**src/rtl/branch_metric_unit_if.sv**
```systemverilog
// branch_metric_unit_if: symbol-in / metric-out handshake bundle; rx_sym is 18 bits when BMU_SOFT_EN is defined, else 6.
interface branch_metric_unit_if;
`ifdef BMU_SOFT_EN
    localparam int SW = 18;
`else
    localparam int SW = 6;
`endif
    logic          en_bm;
    logic          mode_select;
    logic          rx_valid;
    logic          rx_ready;
    logic [SW-1:0] rx_sym;
    logic          bm_ready;
    logic          bm_valid;
    logic [5:0]    bm_addr;
    logic [5:0]    bm_value;
    logic          bm_last;
    modport master (
        output en_bm, mode_select, rx_valid, rx_sym, bm_ready,
        input  rx_ready, bm_valid, bm_addr, bm_value, bm_last
    );
    modport slave (
        input  en_bm, mode_select, rx_valid, rx_sym, bm_ready,
        output rx_ready, bm_valid, bm_addr, bm_value, bm_last
    );
endinterface

```
**src/rtl/branch_metric_unit.sv**
```systemverilog
// branch_metric_unit: radix-4 Viterbi branch metrics, one sweep of codeword hypotheses per received group.
// Define BMU_SOFT_EN for 3-bit soft samples (18-bit rx_sym, metric 0..42); default is hard Hamming metric (0..6).
module branch_metric_unit (
    input  logic                  clk,
    input  logic                  rst,
    branch_metric_unit_if.slave   io_bmu
);
`ifdef BMU_SOFT_EN
    localparam int SW = 18;
`else
    localparam int SW = 6;
`endif
    typedef enum logic {IDLE, SWEEP} state_t;
    state_t        r_state;
    logic [SW-1:0] r_fifo [2];
    logic          r_wptr;
    logic          r_rptr;
    logic [1:0]    r_count;
    logic          r_rx_ready;
    logic [SW-1:0] r_sym;
    logic          r_mode;
    logic [5:0]    r_addr;
    logic [5:0]    r_value;
    logic          r_valid;
    logic          r_last;
    logic          w_push;
    logic          w_xfer;
    logic          w_load;
    logic          w_sweep_nxt;
    logic [1:0]    w_count_nxt;
    logic [5:0]    w_addr_inc;
    logic [SW-1:0] w_head;

    function automatic logic [5:0] f_metric(input logic [SW-1:0] sym, input logic [5:0] addr, input logic mode);
        logic [5:0] acc;
        acc = '0;
        for (int i = 0; i < 6; i++) begin
            if (i < 4 || mode) begin
`ifdef BMU_SOFT_EN
                acc = acc + {3'b0, addr[i] ? 3'd7 - sym[3*i +: 3] : sym[3*i +: 3]};
`else
                acc = acc + {5'b0, addr[i] ^ sym[i]};
`endif
            end
        end
        return acc;
    endfunction

    // Handshake qualifiers; a disabled block neither pushes, pops nor advances.
    always_comb begin
        w_head      = r_fifo[r_rptr];
        w_push      = io_bmu.rx_valid & r_rx_ready & io_bmu.en_bm;
        w_xfer      = r_valid & io_bmu.bm_ready & io_bmu.en_bm;
        w_load      = io_bmu.en_bm & (r_count != 2'd0) & ((r_state == IDLE) | (w_xfer & r_last));
        w_count_nxt = r_count + {1'b0, w_push} - {1'b0, w_load};
        w_sweep_nxt = w_load | ((r_state == SWEEP) & ~(w_xfer & r_last));
        w_addr_inc  = r_addr + 6'd1;
    end

    // Two-entry input FIFO; rx_ready is registered from the next occupancy so it never depends on a pop combinationally.
    always_ff @(posedge clk) begin
        if (!rst) begin
            r_wptr     <= 1'b0;
            r_rptr     <= 1'b0;
            r_count    <= 2'd0;
            r_rx_ready <= 1'b0;
        end else begin
            r_rx_ready <= io_bmu.en_bm & (w_count_nxt != 2'd2);
            r_count    <= w_count_nxt;
            if (w_push) begin
                r_fifo[r_wptr] <= io_bmu.rx_sym;
                r_wptr         <= ~r_wptr;
            end
            if (w_load)
                r_rptr <= ~r_rptr;
        end
    end

    // Sweep FSM with registered beat; a load on the last transfer restarts at addr 0 with no bubble.
    always_ff @(posedge clk) begin
        if (!rst) begin
            r_state <= IDLE;
            r_sym   <= '0;
            r_mode  <= 1'b0;
            r_addr  <= 6'd0;
            r_value <= 6'd0;
            r_valid <= 1'b0;
            r_last  <= 1'b0;
        end else begin
            r_valid <= io_bmu.en_bm & w_sweep_nxt;
            if (w_load) begin
                r_state <= SWEEP;
                r_sym   <= w_head;
                r_mode  <= io_bmu.mode_select;
                r_addr  <= 6'd0;
                r_value <= f_metric(w_head, 6'd0, io_bmu.mode_select);
                r_last  <= 1'b0;
            end else if (w_xfer) begin
                if (r_last) begin
                    r_state <= IDLE;
                end else begin
                    r_addr  <= w_addr_inc;
                    r_value <= f_metric(r_sym, w_addr_inc, r_mode);
                    r_last  <= w_addr_inc == (r_mode ? 6'd63 : 6'd15);
                end
            end
        end
    end

    assign io_bmu.rx_ready = r_rx_ready;
    assign io_bmu.bm_valid = r_valid;
    assign io_bmu.bm_addr  = r_addr;
    assign io_bmu.bm_value = r_value;
    assign io_bmu.bm_last  = r_last;
endmodule

```
**src/flat_wrapper.sv**
```systemverilog
// flat-port wrapper written by rule: the top's interface ports become plain ports
module branch_metric_unit_flat 
  (clk, rst, io_bmu_en_bm, io_bmu_mode_select, io_bmu_rx_valid, io_bmu_rx_sym, io_bmu_bm_ready, io_bmu_rx_ready, io_bmu_bm_valid, io_bmu_bm_addr, io_bmu_bm_value, io_bmu_bm_last);
  branch_metric_unit_if io_bmu_i ();
  input  logic clk;
  input  logic rst;
  input wire logic [$bits(io_bmu_i.en_bm)-1:0] io_bmu_en_bm;
  input wire logic [$bits(io_bmu_i.mode_select)-1:0] io_bmu_mode_select;
  input wire logic [$bits(io_bmu_i.rx_valid)-1:0] io_bmu_rx_valid;
  input wire logic [$bits(io_bmu_i.rx_sym)-1:0] io_bmu_rx_sym;
  input wire logic [$bits(io_bmu_i.bm_ready)-1:0] io_bmu_bm_ready;
  output wire logic [$bits(io_bmu_i.rx_ready)-1:0] io_bmu_rx_ready;
  output wire logic [$bits(io_bmu_i.bm_valid)-1:0] io_bmu_bm_valid;
  output wire logic [$bits(io_bmu_i.bm_addr)-1:0] io_bmu_bm_addr;
  output wire logic [$bits(io_bmu_i.bm_value)-1:0] io_bmu_bm_value;
  output wire logic [$bits(io_bmu_i.bm_last)-1:0] io_bmu_bm_last;
  assign io_bmu_i.en_bm = io_bmu_en_bm;
  assign io_bmu_i.mode_select = io_bmu_mode_select;
  assign io_bmu_i.rx_valid = io_bmu_rx_valid;
  assign io_bmu_i.rx_sym = io_bmu_rx_sym;
  assign io_bmu_i.bm_ready = io_bmu_bm_ready;
  assign io_bmu_rx_ready = io_bmu_i.rx_ready;
  assign io_bmu_bm_valid = io_bmu_i.bm_valid;
  assign io_bmu_bm_addr = io_bmu_i.bm_addr;
  assign io_bmu_bm_value = io_bmu_i.bm_value;
  assign io_bmu_bm_last = io_bmu_i.bm_last;
  branch_metric_unit u_core (.clk(clk), .rst(rst), .io_bmu(io_bmu_i));
endmodule
```
**config.mk**
```make
export PLATFORM = sky130hd
export DESIGN_NAME = branch_metric_unit_flat
export DESIGN_NICKNAME = d
export VERILOG_FILES = /design/src/rtl/branch_metric_unit_if.sv /design/src/rtl/branch_metric_unit.sv /design/src/flat_wrapper.sv
export SDC_FILE = /design/constraint.sdc
export NUM_CORES = 1
export LEC_CHECK = 0
export ABC_AREA = 1
export CAP_MARGIN = 25
export CORE_ASPECT_RATIO = 1.5
export CORE_MARGIN = 2
export CORE_UTILIZATION = 58
export CTS_BUF_LIST = sky130_fd_sc_hd__clkbuf_8
export CTS_CLUSTER_SIZE = 24
export DETAILED_ROUTE_END_ITERATION = 8
export GPL_ROUTABILITY_DRIVEN = 0
export PLACE_DENSITY = 0.82
export SETUP_SLACK_MARGIN = 0.1
export SYNTH_ARGS = -nofsm -noshare
export SYNTH_HDL_FRONTEND = slang
export SYNTH_SLANG_ARGS = --single-unit
```
**constraint.sdc**
```tcl
create_clock -name clk -period 4.2 [get_ports clk]
set_input_delay 0.84 -clock clk [delete_from_list [all_inputs] [get_ports clk]]
set_output_delay 0.84 -clock clk [all_outputs]
set_load 0.005 [all_outputs]
```
Word-level counts from Yosys, hierarchy flattened
Memories as Yosys holds them, arrays and structs flattened. A register that Yosys moved wholly into a read port is not among the register bits.
Index checks and enable logic that the tools add are counted.
W data, S select, Z words.
{"block": "op_classes", "addsub": 13, "eq_ne": 3, "muxes": 47, "bitwise_logic": 24, "n_reduce_logical": 7}
{"cell": "$mux W6", "count": 38}
{"cell": "$add A6 B1 Y6", "count": 10}
{"cell": "$and A1 B1 Y1", "count": 10}
{"cell": "$mux W1", "count": 9}
{"cell": "$add A6 B1 Y6 const B", "count": 1}
{"cell": "$eq A6 B6 Y1", "count": 1}
{"cell": "$not A1 Y1", "count": 6}
{"cell": "$reduce_and A2 Y1", "count": 3}
{"cell": "$reduce_bool A2 Y1", "count": 3}
{"cell": "$xor A1 B1 Y1", "count": 6}
{"cell": "$ne A2 B2 Y1 const B", "count": 2}
{"cell": "$add A2 B1 Y2", "count": 1}
{"cell": "$or A1 B1 Y1", "count": 2}
{"cell": "$reduce_or A2 Y1", "count": 1}
{"cell": "$sub A2 B1 Y2", "count": 1}
{"block": "totals", "register_bits": 27, "ram_bits": 12, "input_bits": 12, "output_inout_bits": 15, "memories": 1}
{"name": "u_core.r_fifo", "depth": 2, "width": 6, "read_ports": 1, "rd_ports_with_merged_regs": 1, "wr": 1, "line_no": "branch_metric_unit.sv:15", "text": "logic [SW-1:0] r_fifo [2];"}

Depth between registers and ports, before layout
{"block": "depth", "word_depth": 33, "ltp_mapped": 21}

Worst setup path after synthesis
OpenSTA, ideal clock, no wires.
{"block": "synth_path", "kind": "reg2reg", "start": "register (tool-made name)", "end": "register u_core.r_value[2], in the netlist u_core.io_bmu.bm_value[2]", "setup_time_ns": 0.071, "t_arrival_ns": 3.179, "t_required_ns": 4.129, "path_slack_ns": 0.949, "stages_incl_launch_ff": 20, "path_buffers": 1, "path_cell_list": "dfxtp_1 > clkbuf_1 > o21ai_0 > fa_1 > inv_1 > ha_1 > inv_1 > fa_1 > inv_1 > ha_1 > inv_1 > nand2_1 > nand2_1 > inv_1 > ha_1 > a21oi_1 > nor2_1 > nor2_1 > nand2_1 > a21oi_1"}
{"item": "end signal: assignment", "line_no": "branch_metric_unit.sv:96", "text": "r_value <= f_metric(w_head, 6'd0, io_bmu.mode_select);"}
{"item": "end signal: assignment", "line_no": "branch_metric_unit.sv:103", "text": "r_value <= f_metric(r_sym, w_addr_inc, r_mode);"}
{"item": "end: declaration", "line_no": "branch_metric_unit.sv:23", "text": "logic [5:0] r_value;"}

Worst setup path after layout
{"block": "layout_path", "start": "register u_core.r_addr[0], in the netlist u_core.io_bmu.bm_addr[0]", "end": "register u_core.r_value[1], in the netlist u_core.io_bmu.bm_value[1]"}
{"block": "layout_via", "elab_chain_len": 32, "elab_cells_between_ends": 37}
{"item": "start: declaration", "line_no": "branch_metric_unit.sv:22", "text": "logic [5:0] r_addr;"}
{"item": "start signal: assignment", "line_no": "branch_metric_unit.sv:102", "text": "r_addr <= w_addr_inc;"}
{"item": "$add A6 B1 Y6 *", "line_no": "branch_metric_unit.sv:57", "text": "w_addr_inc = r_addr + 6'd1;"}
{"item": "named net u_core.w_addr_inc[0]", "line_no": "branch_metric_unit.sv:31", "text": "logic [5:0] w_addr_inc;"}
{"item": "$xor A1 B1 Y1 *", "line_no": "branch_metric_unit.sv:42", "text": "acc = acc + {5'b0, addr[i] ^ sym[i]};"}
{"item": "$mux W6 *", "line_no": "branch_metric_unit.sv:99", "text": "if (r_last) begin"}
{"item": "$mux W6 *", "line_no": "branch_metric_unit.sv:98", "text": "end else if (w_xfer) begin"}
{"item": "$mux W6 *", "line_no": "branch_metric_unit.sv:91", "text": "if (w_load) begin"}
{"item": "$mux W6 *", "line_no": "branch_metric_unit.sv:81", "text": "if (!rst) begin"}
{"item": "$add A6 B1 Y6 *", "line_no": "branch_metric_unit.sv:42"}
{"item": "[17 not listed]"}
{"item": "$mux W6 *", "line_no": "branch_metric_unit.sv:98"}
{"item": "$mux W6 *", "line_no": "branch_metric_unit.sv:91"}
{"item": "$mux W6 *", "line_no": "branch_metric_unit.sv:81"}
{"item": "$add A6 B1 Y6", "line_no": "branch_metric_unit.sv:42"}
{"item": "$mux W6 *", "line_no": "branch_metric_unit.sv:38", "text": "if (i < 4 || mode) begin"}
{"item": "$mux W6 *", "line_no": "branch_metric_unit.sv:99"}
{"item": "$mux W6 *", "line_no": "branch_metric_unit.sv:98"}
{"item": "$mux W6 *", "line_no": "branch_metric_unit.sv:91"}
Mark *: on every way through the listed nets, which the timed path passes. The rest lies on a longest branch. The select of a mux whose other input is x is not followed.
A chain may end at the register's enable or synchronous reset.

==> run metrics <==
Syn Std Cell Area=0.00247 sq mm; synthesized flop and latch total=40; register area=921 sq um; Total Wirelength=4870 um; clk sink count=40; clock transition at the registers of the reported paths=0.09 ns; CP arrival=3.70 ns; initial antenna violation count=0; Initial Utilization=59.1%; Final ANT Viol Nets=0; cells after synthesis=313; Mean Syn Cell Area=7.88 sq um; met2 GRT Util=40.5%; pwr dens=582 mW/mm^2; # IOs=27; Root Driver=clkbuf_8; status=finished clean; Fin. Hold Viols=0; total power=1.65 mW; combinational share of power=52.5%; RSZ-0062 raised after global routing=no; Clock power frac=15.6%; Flop pwr share=31.9%; Sw Pwr=0.707 mW; initial drt markers=59; First-pass DRT Iterations=5; peak fanout along the critical path=7; WHS Path Cells=2; max frequency=286 MHz; Max-Cap Viols=0; Max clock buf depth=2; Distinct cells, synth=37; Hold Path Class=reg2reg; fin. max-slew vios=0; fin crit period=3.49 ns; worst r2r dst=u_core.io_bmu.bm_value[1]$_SDFFE_PN0P_; Setup violations, final=0; H-tree Lvls=2; R2R setup slack=0.71 ns; fin worst setup slack=0.706 ns; Synth top area share=22.7%; post-synth net total=349; sw frac=42.9%; Peak VDD IR=0.000487 V; Tcrit/Tclk final=83.2%; CP required=4.41 ns; CTS tree=yes; core box area=0.00417 sq mm; PostCTS Resize Cnt=0; hold_buf cts=0; worst-skew pair later-pin latency=0.30 ns; post-synthesis sequential area ratio=37.3%; FFs w/ async S/R, synth=0%; DR WL/cell=12.6 um; final core utilization=67.9%; FF-to-FF path depth=18; largest net degree at the start of global routing=16; met3 usage=4.96%; CP Launch Type=flop; Worst-Margin Slew=0.824 ns; Yosys top cell by area=dfxtp_1; worst slack at placement=0.732 ns; via count=2033; site row count=29; EDFF count, synth=12; die area=0.00480 sq mm; CP endpoint kind=flop; Placed Cells=379; vias in the first global route=2057; Filler cells=345; Post-CTS Setup Bufs=0; Ys Warns=0; Max-slew headroom=44.6%; synth top area cells=dfxtp_1 23%, edfxtp_1 15%, ha_1 11%; Static Leakage=1.28 nW; Critical path origin=u_core.io_bmu.bm_addr[0]$_SDFFE_PP0P_; grt peak-use layer=met2; Pint=0.941 mW; met1 Use GR=23.1%; Layout Nets=376; HPWL after DPL=3850 um; first-pass GRT wire length=8420 um; Commonest cells post-synth=57 x nand2_1, 56 x inv_1, 32 x nor2_1; TNS Setup=0 ns; Final Skew=0.0158 ns; Die Span Y=83.9 um; Die X=57.2 um; # DRC=0; Critical Setup Path Class=reg2reg; hold wc startpoint=u_core.io_bmu.bm_value[5]$_SDFFE_PN0P_; Multi-input gate area=0.00126 sq mm; GRT Total Usage=22.3%; vias per std cell=5.25; IO buf count=26; FF-to-FF Start=u_core.io_bmu.bm_addr[0]$_SDFFE_PP0P_; Non-Filler Instances=387; count leader, synth=nand2_1; area grow syn2layout=14.9%; Inserted Clock Buffers=5; layout cell share with drive strength beyond 1=7.33%; diodes inserted=0; Hold Path Sink=u_core.io_bmu.bm_value[5]$_SDFFE_PN0P_; total global routing overflow=0; ys flop type=dfxtp_1
## metrics by stage
step                      instance area, sq um  hold slack [ns]
after floorplan                           2470            0.431
after global placement                    2750            0.427
after detailed placement                  2750            0.432
after CTS                                 2830            0.444
after global routing                      2830            0.486
final                                     2830            0.454
## cells by family (layout without fill, tap and decap cells)
group           after synthesis  in the layout  synth area share (%)
simple gates                128            128                  23.0
buf+inv                      67             95                  11.4
compound gates               40             40                  9.89
flops                        40             40                  37.3
fa+ha+maj                    24             24                  13.1
xor+xnor                     11             11                  3.91
mux                           3              3                  1.37
## worst max-delay path by stage
stage	end
after CTS	u_core.io_bmu.bm_value[1]$_SDFFE_PN0P_
after global routing	u_core.io_bmu.bm_value[1]$_SDFFE_PN0P_
after detailed placement	u_core.io_bmu.bm_value[1]$_SDFFE_PN0P_
final	u_core.io_bmu.bm_value[1]$_SDFFE_PN0P_
after global placement	u_core.io_bmu.bm_value[1]$_SDFFE_PN0P_
after floorplan	u_core.io_bmu.bm_value[2]$_SDFFE_PN0P_
## critical path, cell delays in order (launching register included)
cell     delay (ns)
dfxtp_1        0.48
inv_1          0.11
ha_1           0.34
xnor2_1        0.22
inv_1          0.09
fa_1           0.53
inv_1          0.05
ha_1           0.30
ha_1           0.21
ha_1           0.29
nand2_1        0.07
nand2_1        0.06
ha_1           0.28
nand2_1        0.06
nand2_1        0.05
nand3_1        0.06
nand3_1        0.08
nand2_1        0.06
inv_1          0.03
## power groups by stage
stage	Clock [mW]	Sequential, mW	Combinational [mW]
floorplan	0	0.517	0.680
global placement	0	0.531	0.821
detailed placement	0	0.534	0.862
CTS	0.261	0.525	0.867
global route	0.279	0.536	1.00
finish	0.257	0.526	0.864
## metal layers
metal  up-vias  part of all wire (%)  wire [um]
li1       1056                     -          -
met1       921                    39       1880
met2        43                    56       2720
met3        13                   3.1        153
met4         0                   2.3        114
met5         -                     0          0
## state kept, by name (all words and copies together) (netlist names), named ones only
register                flops
u_core.r_fifo              12
u_core.io_bmu.bm_addr       6
u_core.io_bmu.bm_value      6
u_core.r_sym                6
u_core.r_count              2
u_core.io_bmu.bm_last       1
u_core.io_bmu.bm_valid      1
u_core.io_bmu.rx_ready      1
u_core.r_mode               1
u_core.r_rptr               1
u_core.r_state              1
u_core.r_wptr               1
## final cells by class
cell class	instances	area share (%)
clock buffers	5	2.43
clock inverters	3	0.663
inverters	59	7.99
multi-input cells	206	44.7
flip-flops and latches	40	32.5
well taps	46	2.03
repair buffers	28	9.72
## layout by cell type, fill, tap and decap left out, types with 4 or more instances in the layout
cell type / instances
nand2_1: 57
inv_1: 56
nor2_1: 32
dfxtp_1: 28
clkdlybuf4s50_1: 26
nand3_1: 24
ha_1: 21
a21oi_1: 16
edfxtp_1: 12
o21ai_0: 11
xor2_1: 7
o21ai_1: 5
clkbuf_8: 5
xnor2_1: 4
nand3b_1: 4
Power figures use the tool's default switching activity.
